<file path="src/rtl/isa_pkg.sv">
// Shared ISA constants for the multi-cycle core and its instruction-side driver.
// Holds default widths, the idle word, opcode values and the issuer state encoding.
package isa_pkg;

    localparam int DATA_SIZE   = 32;
    localparam int ADDR_SIZE   = 6;
    localparam int SLOT_CYCLES = 4;

    // SRLI R0,R0,0: architecturally a no-op
    localparam logic [DATA_SIZE-1:0] NOP_WORD = 32'h4000_0009;

    localparam logic [5:0] OP_ADDI  = 6'b101000;
    localparam logic [5:0] OP_MOVI  = 6'b100010;
    localparam logic [5:0] OP_ALU_1 = 6'b100000;
    localparam logic [5:0] OP_ORI   = 6'b101100;
    localparam logic [5:0] OP_XORI  = 6'b101011;

    typedef enum logic [1:0] {
        S_IDLE,
        S_FETCH,
        S_LOAD,
        S_HOLD
    } issue_state_t;

endpackage

</file>
<file path="src/rtl/instr_issuer.sv">
// Walks a program in a sync-read instruction memory and holds each word on
// `instruction` for SlotCycles clocks, back-to-back, then parks on the NOP word.
module instr_issuer
    import isa_pkg::*;
#(
    parameter int                  DataSize   = DATA_SIZE,
    parameter int                  AddrSize   = ADDR_SIZE,
    parameter int                  SlotCycles = SLOT_CYCLES,
    parameter logic [DataSize-1:0] NopWord    = NOP_WORD
) (
    input  logic                clk,
    input  logic                reset,
    input  logic                start,
    input  logic                stop,
    input  logic [AddrSize:0]   prog_len,
    output logic                im_rd,
    output logic [AddrSize-1:0] im_addr,
    input  logic [DataSize-1:0] im_dout,
    output logic [DataSize-1:0] instruction,
    output logic                insn_valid,
    output logic [AddrSize:0]   pc,
    output logic                busy,
    output logic                done
);

    localparam int PcW   = AddrSize + 1;
    localparam int SlotW = (SlotCycles > 2) ? $clog2(SlotCycles) : 1;

    localparam logic [SlotW-1:0] SlotLast = SlotW'(SlotCycles - 1);
    localparam logic [SlotW-1:0] SlotPre  = SlotW'(SlotCycles - 2);

    issue_state_t     state;
    logic [PcW-1:0]   len;
    logic [SlotW-1:0] slot;

    logic [PcW-1:0]   pc_inc;
    logic [PcW-1:0]   pc_inc2;
    logic [SlotW-1:0] slot_inc;
    logic             more;

    always_comb begin
        pc_inc   = pc + PcW'(1);
        pc_inc2  = pc + PcW'(2);
        slot_inc = slot + SlotW'(1);
        more     = (pc_inc < len);
    end

    // im_rd is registered, so the prefetch strobe is raised on the edge that
    // enters slot SlotCycles-2; the word then lands exactly at the slot boundary.
    always_ff @(posedge clk) begin
        im_rd <= 1'b0;
        done  <= 1'b0;
        if (!reset) begin
            state       <= S_IDLE;
            instruction <= NopWord;
            insn_valid  <= 1'b0;
            busy        <= 1'b0;
            im_addr     <= '0;
            pc          <= '0;
            len         <= '0;
            slot        <= '0;
        end else if (stop) begin
            state       <= S_IDLE;
            instruction <= NopWord;
            insn_valid  <= 1'b0;
            busy        <= 1'b0;
            slot        <= '0;
        end else begin
            case (state)
                S_IDLE: begin
                    if (start) begin
                        if (prog_len != '0) begin
                            state   <= S_FETCH;
                            len     <= prog_len;
                            pc      <= '0;
                            busy    <= 1'b1;
                            im_rd   <= 1'b1;
                            im_addr <= '0;
                        end else begin
                            done <= 1'b1;
                        end
                    end
                end
                S_FETCH: begin
                    state <= S_LOAD;
                end
                S_LOAD: begin
                    state       <= S_HOLD;
                    instruction <= im_dout;
                    insn_valid  <= 1'b1;
                    slot        <= '0;
                    if (SlotPre == '0 && len > PcW'(1)) begin
                        im_rd   <= 1'b1;
                        im_addr <= AddrSize'(1);
                    end
                end
                S_HOLD: begin
                    if (slot == SlotLast) begin
                        if (more) begin
                            instruction <= im_dout;
                            pc          <= pc_inc;
                            slot        <= '0;
                            if (SlotPre == '0 && pc_inc2 < len) begin
                                im_rd   <= 1'b1;
                                im_addr <= AddrSize'(pc_inc2);
                            end
                        end else begin
                            state       <= S_IDLE;
                            instruction <= NopWord;
                            insn_valid  <= 1'b0;
                            busy        <= 1'b0;
                            done        <= 1'b1;
                            slot        <= '0;
                        end
                    end else begin
                        slot <= slot_inc;
                        if (slot_inc == SlotPre && more) begin
                            im_rd   <= 1'b1;
                            im_addr <= AddrSize'(pc_inc);
                        end
                    end
                end
                default: begin
                    state <= S_IDLE;
                end
            endcase
        end
    end

endmodule

</file>
<file path="config.mk">
export PLATFORM = sky130hd
export DESIGN_NAME = instr_issuer
export DESIGN_NICKNAME = d
export VERILOG_FILES = /design/src/rtl/isa_pkg.sv /design/src/rtl/instr_issuer.sv
export SDC_FILE = /design/constraint.sdc
export NUM_CORES = 1
export LEC_CHECK = 0
export CAP_MARGIN = 10
export CORE_MARGIN = 5
export CORE_UTILIZATION = 40
export DETAILED_ROUTE_END_ITERATION = 16
export PLACE_DENSITY = 0.75
export SYNTH_ARGS = -nofsm -noshare
export SYNTH_HDL_FRONTEND = slang
export SYNTH_SLANG_ARGS = --single-unit
</file>
<file path="constraint.sdc">
create_clock -name clk -period 2.6 [get_ports clk]
set_clock_uncertainty 0.15 [all_clocks]
set_input_delay 0.78 -clock clk [delete_from_list [all_inputs] [get_ports clk]]
set_output_delay 0.78 -clock clk [all_outputs]
set_load 0.05 [all_outputs]
</file>
* Word level (Yosys, flattened, before mapping) *
Index checks and enable logic that the tools add are counted.

operators by class
  add/subtract/negate cells = 2
  multipliers = 0
  divide/modulo/power cells = 0
  order comparisons = 1
  eq/ne operators = 12
  shift-type cells = 0
  multiplexer cells = 36
  bitwise operators = 2
  reductions and logical operators = 13

operators with widths
  cell                   number
  $mux W32               2
  $pmux W32 S2           1
  $mux W7                4
  $mux W6                4
  $ne A2 B2 Y1 const B   7
  $pmux W7 S2            1
  $mux W1                12
  $pmux W6 S2            1
  $reduce_and A6 Y1      2
  $mux W2                5
  $eq A2 B2 Y1 const B   4
  $pmux W1 S2            4
  $pmux W2 S4            1
  $reduce_and A4 Y1      2
  $add A7 B1 Y7 const B  1
  $lt A7 B7 Y1           1
  $reduce_bool A7 Y1     1
  $reduce_and A5 Y1      1
  $pmux W2 S2            1
  $reduce_bool A2 Y1     2
  $reduce_and A3 Y1      1
  $add A2 B1 Y2 const B  1
  $eq A2 B1 Y1 const B   1
  $logic_not A2 Y1       1
  other kinds (4)        5

storage, ports and cells
  flip-flop bits (word level) = 60
  latch bits = 0
  bits in writable memories = 0
  bits in read-only memories = 0
  input bits = 43
  output and inout port bits = 49
  logic and storage cells = 76
  memories kept = 0

* Depth between registers and ports, before layout *
  word-level depth = 6
  mapped depth = 11
  depth with buffers taken out = 10

* Worst setup path after synthesis *
Ideal clock, no wire load.

  path kind = register -> register
  start point = reg pc[0]
  end point = reg instruction[0]
  library setup time = 0.116 ns
  arrival time = 2.790 ns
  required time = 2.334 ns
  path slack = -0.456 ns
  stages on the path, launching flop included = 11
  buffers on the path = 1
  clock period less this slack = 3.056 ns
  cells stage by stage = dfxtp_1 -> ha_1 -> nand3_1 -> xnor2_1 -> ha_1 -> a211oi_1 -> nor2_1 -> or3_1 -> o22ai_4 -> buf_6 -> a21oi_1

on the way
  word-level cells in the longest chain between the ends = 5

RTL lines
  what                      line                 RTL
  start: declaration        instr_issuer.sv:21   output logic [AddrSize:0] pc,
  start signal: assignment  instr_issuer.sv:101  pc <= pc_inc;
  $add A7 B1 Y7             instr_issuer.sv:42   pc_inc = pc + PcW'(1);
  $lt A7 B7 Y1              instr_issuer.sv:45   more = (pc_inc < len);
  $mux W32                  instr_issuer.sv:99   if (more) begin
  $mux W32                  instr_issuer.sv:98   if (slot == SlotLast) begin
  $pmux W32 S2              instr_issuer.sv:69   case (state)
  end signal: assignment    instr_issuer.sv:55   instruction <= NopWord;
  end signal: assignment    instr_issuer.sv:100  instruction <= im_dout;
  end signal: assignment    instr_issuer.sv:109  instruction <= NopWord;
  end: declaration          instr_issuer.sv:19   output logic [DataSize-1:0] instruction,

Every way passes these cells. The select of a mux whose other input is x is not followed.
A chain may end at the register's enable or synchronous reset.

* Worst setup path in the final report *
  start point = reg pc[1]
  end point = reg instruction[23]

Same word-level chain as after synthesis.

==> impl_metrics.py <==
metrics = {
    "cts": {
        "cts_root_buffer": "clkbuf_8",
        "insertion_delay_ns": 0.33,
        "hold_buffers": 0,
        "cts.clk_slew.worst_paths_ns": 0.07,
        "clock-sinks": 60,
        "clock_path_buffers": 2,
        "numCtsBuffers": 9,
        "htreeDepth": 3,
        "cts_tree": "built",
    },
    "routing": {
        "dr_wl_met2_um": 3661,
        "vias": 2304,
        "route.met3.wl_um": 249,
        "met1_length_um": 3144,
        "top_layer": "met4",
        "drt_wl_total_um": 7263,
        "route.detailed.drc": 0,
        "drtAntennaViolNets": 0,
        "via_per_inst": 5.109,
        "drtIter0Drc": 81,
        "dr.pass1.iters": 4,
        "post_drt_wl_per_cell_um": 16.10,
    },
    "logic_synthesis": {
        "synthXorXnorAreaFrac_pct": 1.691,
        "synthMuxAreaShare_pct": 4.300,
        "syn_area_per_cell_um2": 10.79,
        "synth-compound-area-share_pct": 21.40,
        "ys_warn_count": 0,
        "syn_nets": 296,
        "synthAdderAreaFrac_pct": 6.280,
        "ys_seq_elements": 60,
        "yosys.area_share.simple_pct": 15.51,
        "synth_cells": 240,
        "synth_edf_count": 0,
        "synth_top_family_by_area": "compound AO/OA/AOI/OAI gates",
        "synthFlopType": "dfxtp_1",
        "async_reset_ff_share_pct": 0,
        "syn-cell-area_um2": 2590,
        "yosysUniqueCellTypes": 49,
        "seq_area_frac_synth_pct": 46.38,
    },
    "pwr": {
        "p_sw_share_pct": 25.51,
        "combPwrFrac_pct": 12.1,
        "power_density_nw_per_um2": 461.1,
        "leakagePower_nw": 1.700,
        "irDropWorstVdd_mv": 0.3048,
        "internal_power_mw": 1.465,
        "power_switching_mw": 0.5015,
        "finalPower_mw": 1.966,
        "seqPwrFrac_pct": 47.5,
        "pwr-share-clk_pct": 40.5,
    },
    "sta": {
        "hold_viol_final": 0,
        "worstMarginPinSlew_ns": 0.5518,
        "min_period_ns": 2.636,
        "relSlewSlack_pct": 63.10,
        "setup_ws_ns": -0.03569,
        "fmax_mhz": 379.4,
        "rsz0062_at_grt": "true",
        "whs_ns": 0.3301,
        "fin_crit_sh_pct": 101.4,
        "setup_violations": 16,
        "slew_violations": 0,
    },
    "die": {
        "ios": 92,
        "coreArea_um2": 6314,
        "dieArea_um2": 8184,
        "die_w_um": 90.47,
        "start_util_pct": 41.02,
        "die_y_um": 90.47,
        "rows": 29,
    },
    "layout": {
        "area_growth_syn_to_layout_pct": 64.64,
        "diodes": 0,
        "final_area_um2": 4264,
        "seq_area_um2": 1216,
        "fillers": 469,
        "nets": 425,
        "stdcell_count": 451,
        "multi_input_area_um2": 1448,
        "drive_above_1_share_pct": 26.20,
        "mostFrequentLayoutCells": "89 x clkdlybuf4s50_1, 54 x dfxtp_1, 34 x a22o_1, 29 x buf_4, 15 x inv_1",
        "final_common_cell": "clkdlybuf4s50_1",
    },
    "place": {
        "pre_cts_ws_ns": -0.2060,
        "dp.cells": 424,
        "place.gp.congestion": 0.7811,
        "io_buffers": 91,
        "hpwl_um": 5052,
        "place_area_um2": 3799,
    },
    "global_routing": {
        "overflow": 0,
        "grt_pass1_vias": 2389,
        "grt_usage_pct": 17.86,
        "antenna_found_initial": 0,
        "grt_first_pass_wirelength_um": 11850,
        "grt_max_degree": 30,
    },
    "min_path": {
        "hold_class": "reg2reg",
    },
    "flow_run": {
        "cap_violations": 0,
    },
    "status": {
        "run_status": "finished, violations left",
        "violations": "negative setup slack",
    },
    "worst_setup_path": {
        "critPathKind": "reg2reg",
        "endpoint_kind": "flip-flop",
        "path_cells": "and3_1 -> nand3_2 -> xnor2_4 -> ha_4 -> o21ai_2 -> nor2_4 -> or3_4 -> o22ai_4 -> buf_6 -> buf_16 -> a22o_1",
        "cp.arrival_ns": 2.77,
        "crit_path_top_delay_cell": "or3_4",
        "worstSetupStartpointType": "flip-flop",
        "max_stage_delay_ns": 0.39,
        "critPathMaxFanout": 8,
        "crit_required_ns": 2.73,
    },
}
[worst paths after layout]
| check | slack, ns | start | depth (start not counted) | to |
|---|---|---|---|---|
| worst max-delay path | -0.04 | pc[1] | 11 | instruction[23] |
| worst min-delay path | 0.33 | instruction[2] | 1 | instruction[2] |
| worst min register to register | 0.33 | instruction[2] | 1 | instruction[2] |
| worst max register to register | -0.04 | pc[1] | 11 | instruction[23] |
[layout make-up]
class | count | share of cell area, %
inverters | 15 | 1.320
repair buffers | 127 | 29.40
well taps | 77 | 2.259
clock inverters | 6 | 1.056
flip-flops and latches | 60 | 28.52
clock buffers | 10 | 3.492
multi-input cells | 156 | 33.95
[power groups by stage]
stage	clock network, mW	logic, mW	registers, mW
2_1_floorplan	0	0.0913	0.969
3_3_place_gp	0	0.218	0.954
3_5_place_dp	0	0.220	0.954
4_1_cts	0.815	0.237	0.933
5_1_grt	0.859	0.254	0.934
6_report	0.796	0.237	0.933
[cells in the mapped netlist, types with 6 or more instances]
| master | n | area [um^2] |
|---|---|---|
| nor2_1 | 13 | 48.80 |
| nor2b_1 | 8 | 50.05 |
| dfxtp_1 | 60 | 1201 |
| nand3_1 | 9 | 45.04 |
| inv_1 | 15 | 56.30 |
| mux2i_1 | 10 | 100.1 |
| nand2_1 | 11 | 41.29 |
| ha_1 | 13 | 162.7 |
| a21oi_1 | 6 | 30.03 |
| a22o_1 | 34 | 297.8 |
[per-stage QoR]
step	TNS [ns]	util, %
detailed placement	-4.758	60.17
global route	-2.912	67.54
CTS	-0.9186	67.36
floorplan	0	-
finish	-0.4319	67.54
global placement	-2.677	60.17
[worst max-delay path, delay by kind of cell (launching register included)]
kind	cells	cell delay, ns
AO/OA/AOI/OAI	3	0.52
flip-flops	1	0.38
AND/OR/NAND/NOR	4	0.78
buffers and inverters	2	0.30
adder cells (fa/ha/maj)	1	0.23
XOR/XNOR	1	0.22
[layer usage]
layer | vias up | GRT usage, %
met2 | 52 | 29.30
li1 | 1137 | -
met3 | 15 | 3.667
met1 | 1100 | 21.78
met5 | - | 0
met4 | 0 | 9.553
[sequential cells by signal (all words and copies together), names as in the netlist]
register     count
busy             1
done             1
im_addr          6
im_rd            1
insn_valid       1
instruction     32
len              7
pc               7
slot             2
state            2
[cells by family (layout without fill, tap and decap cells)]
family | count (synthesis) | count (layout)
adder cells (fa/ha/maj) | 13 | 13
flip-flops | 60 | 60
buffers and inverters | 24 | 158
AND/OR/NAND/NOR | 65 | 65
AO/OA/AOI/OAI | 62 | 62
XOR/XNOR | 5 | 5
multiplexers | 11 | 11
[timing repair]
item / CTS / global route
setup buffers: 10 / 0
cloned: 3 / 0
resized for setup: 22 / 10
setup endpoints to repair: 46 / 49
pin swaps: 16 / 18
Note: power is estimated with default switching activity, not from simulation.
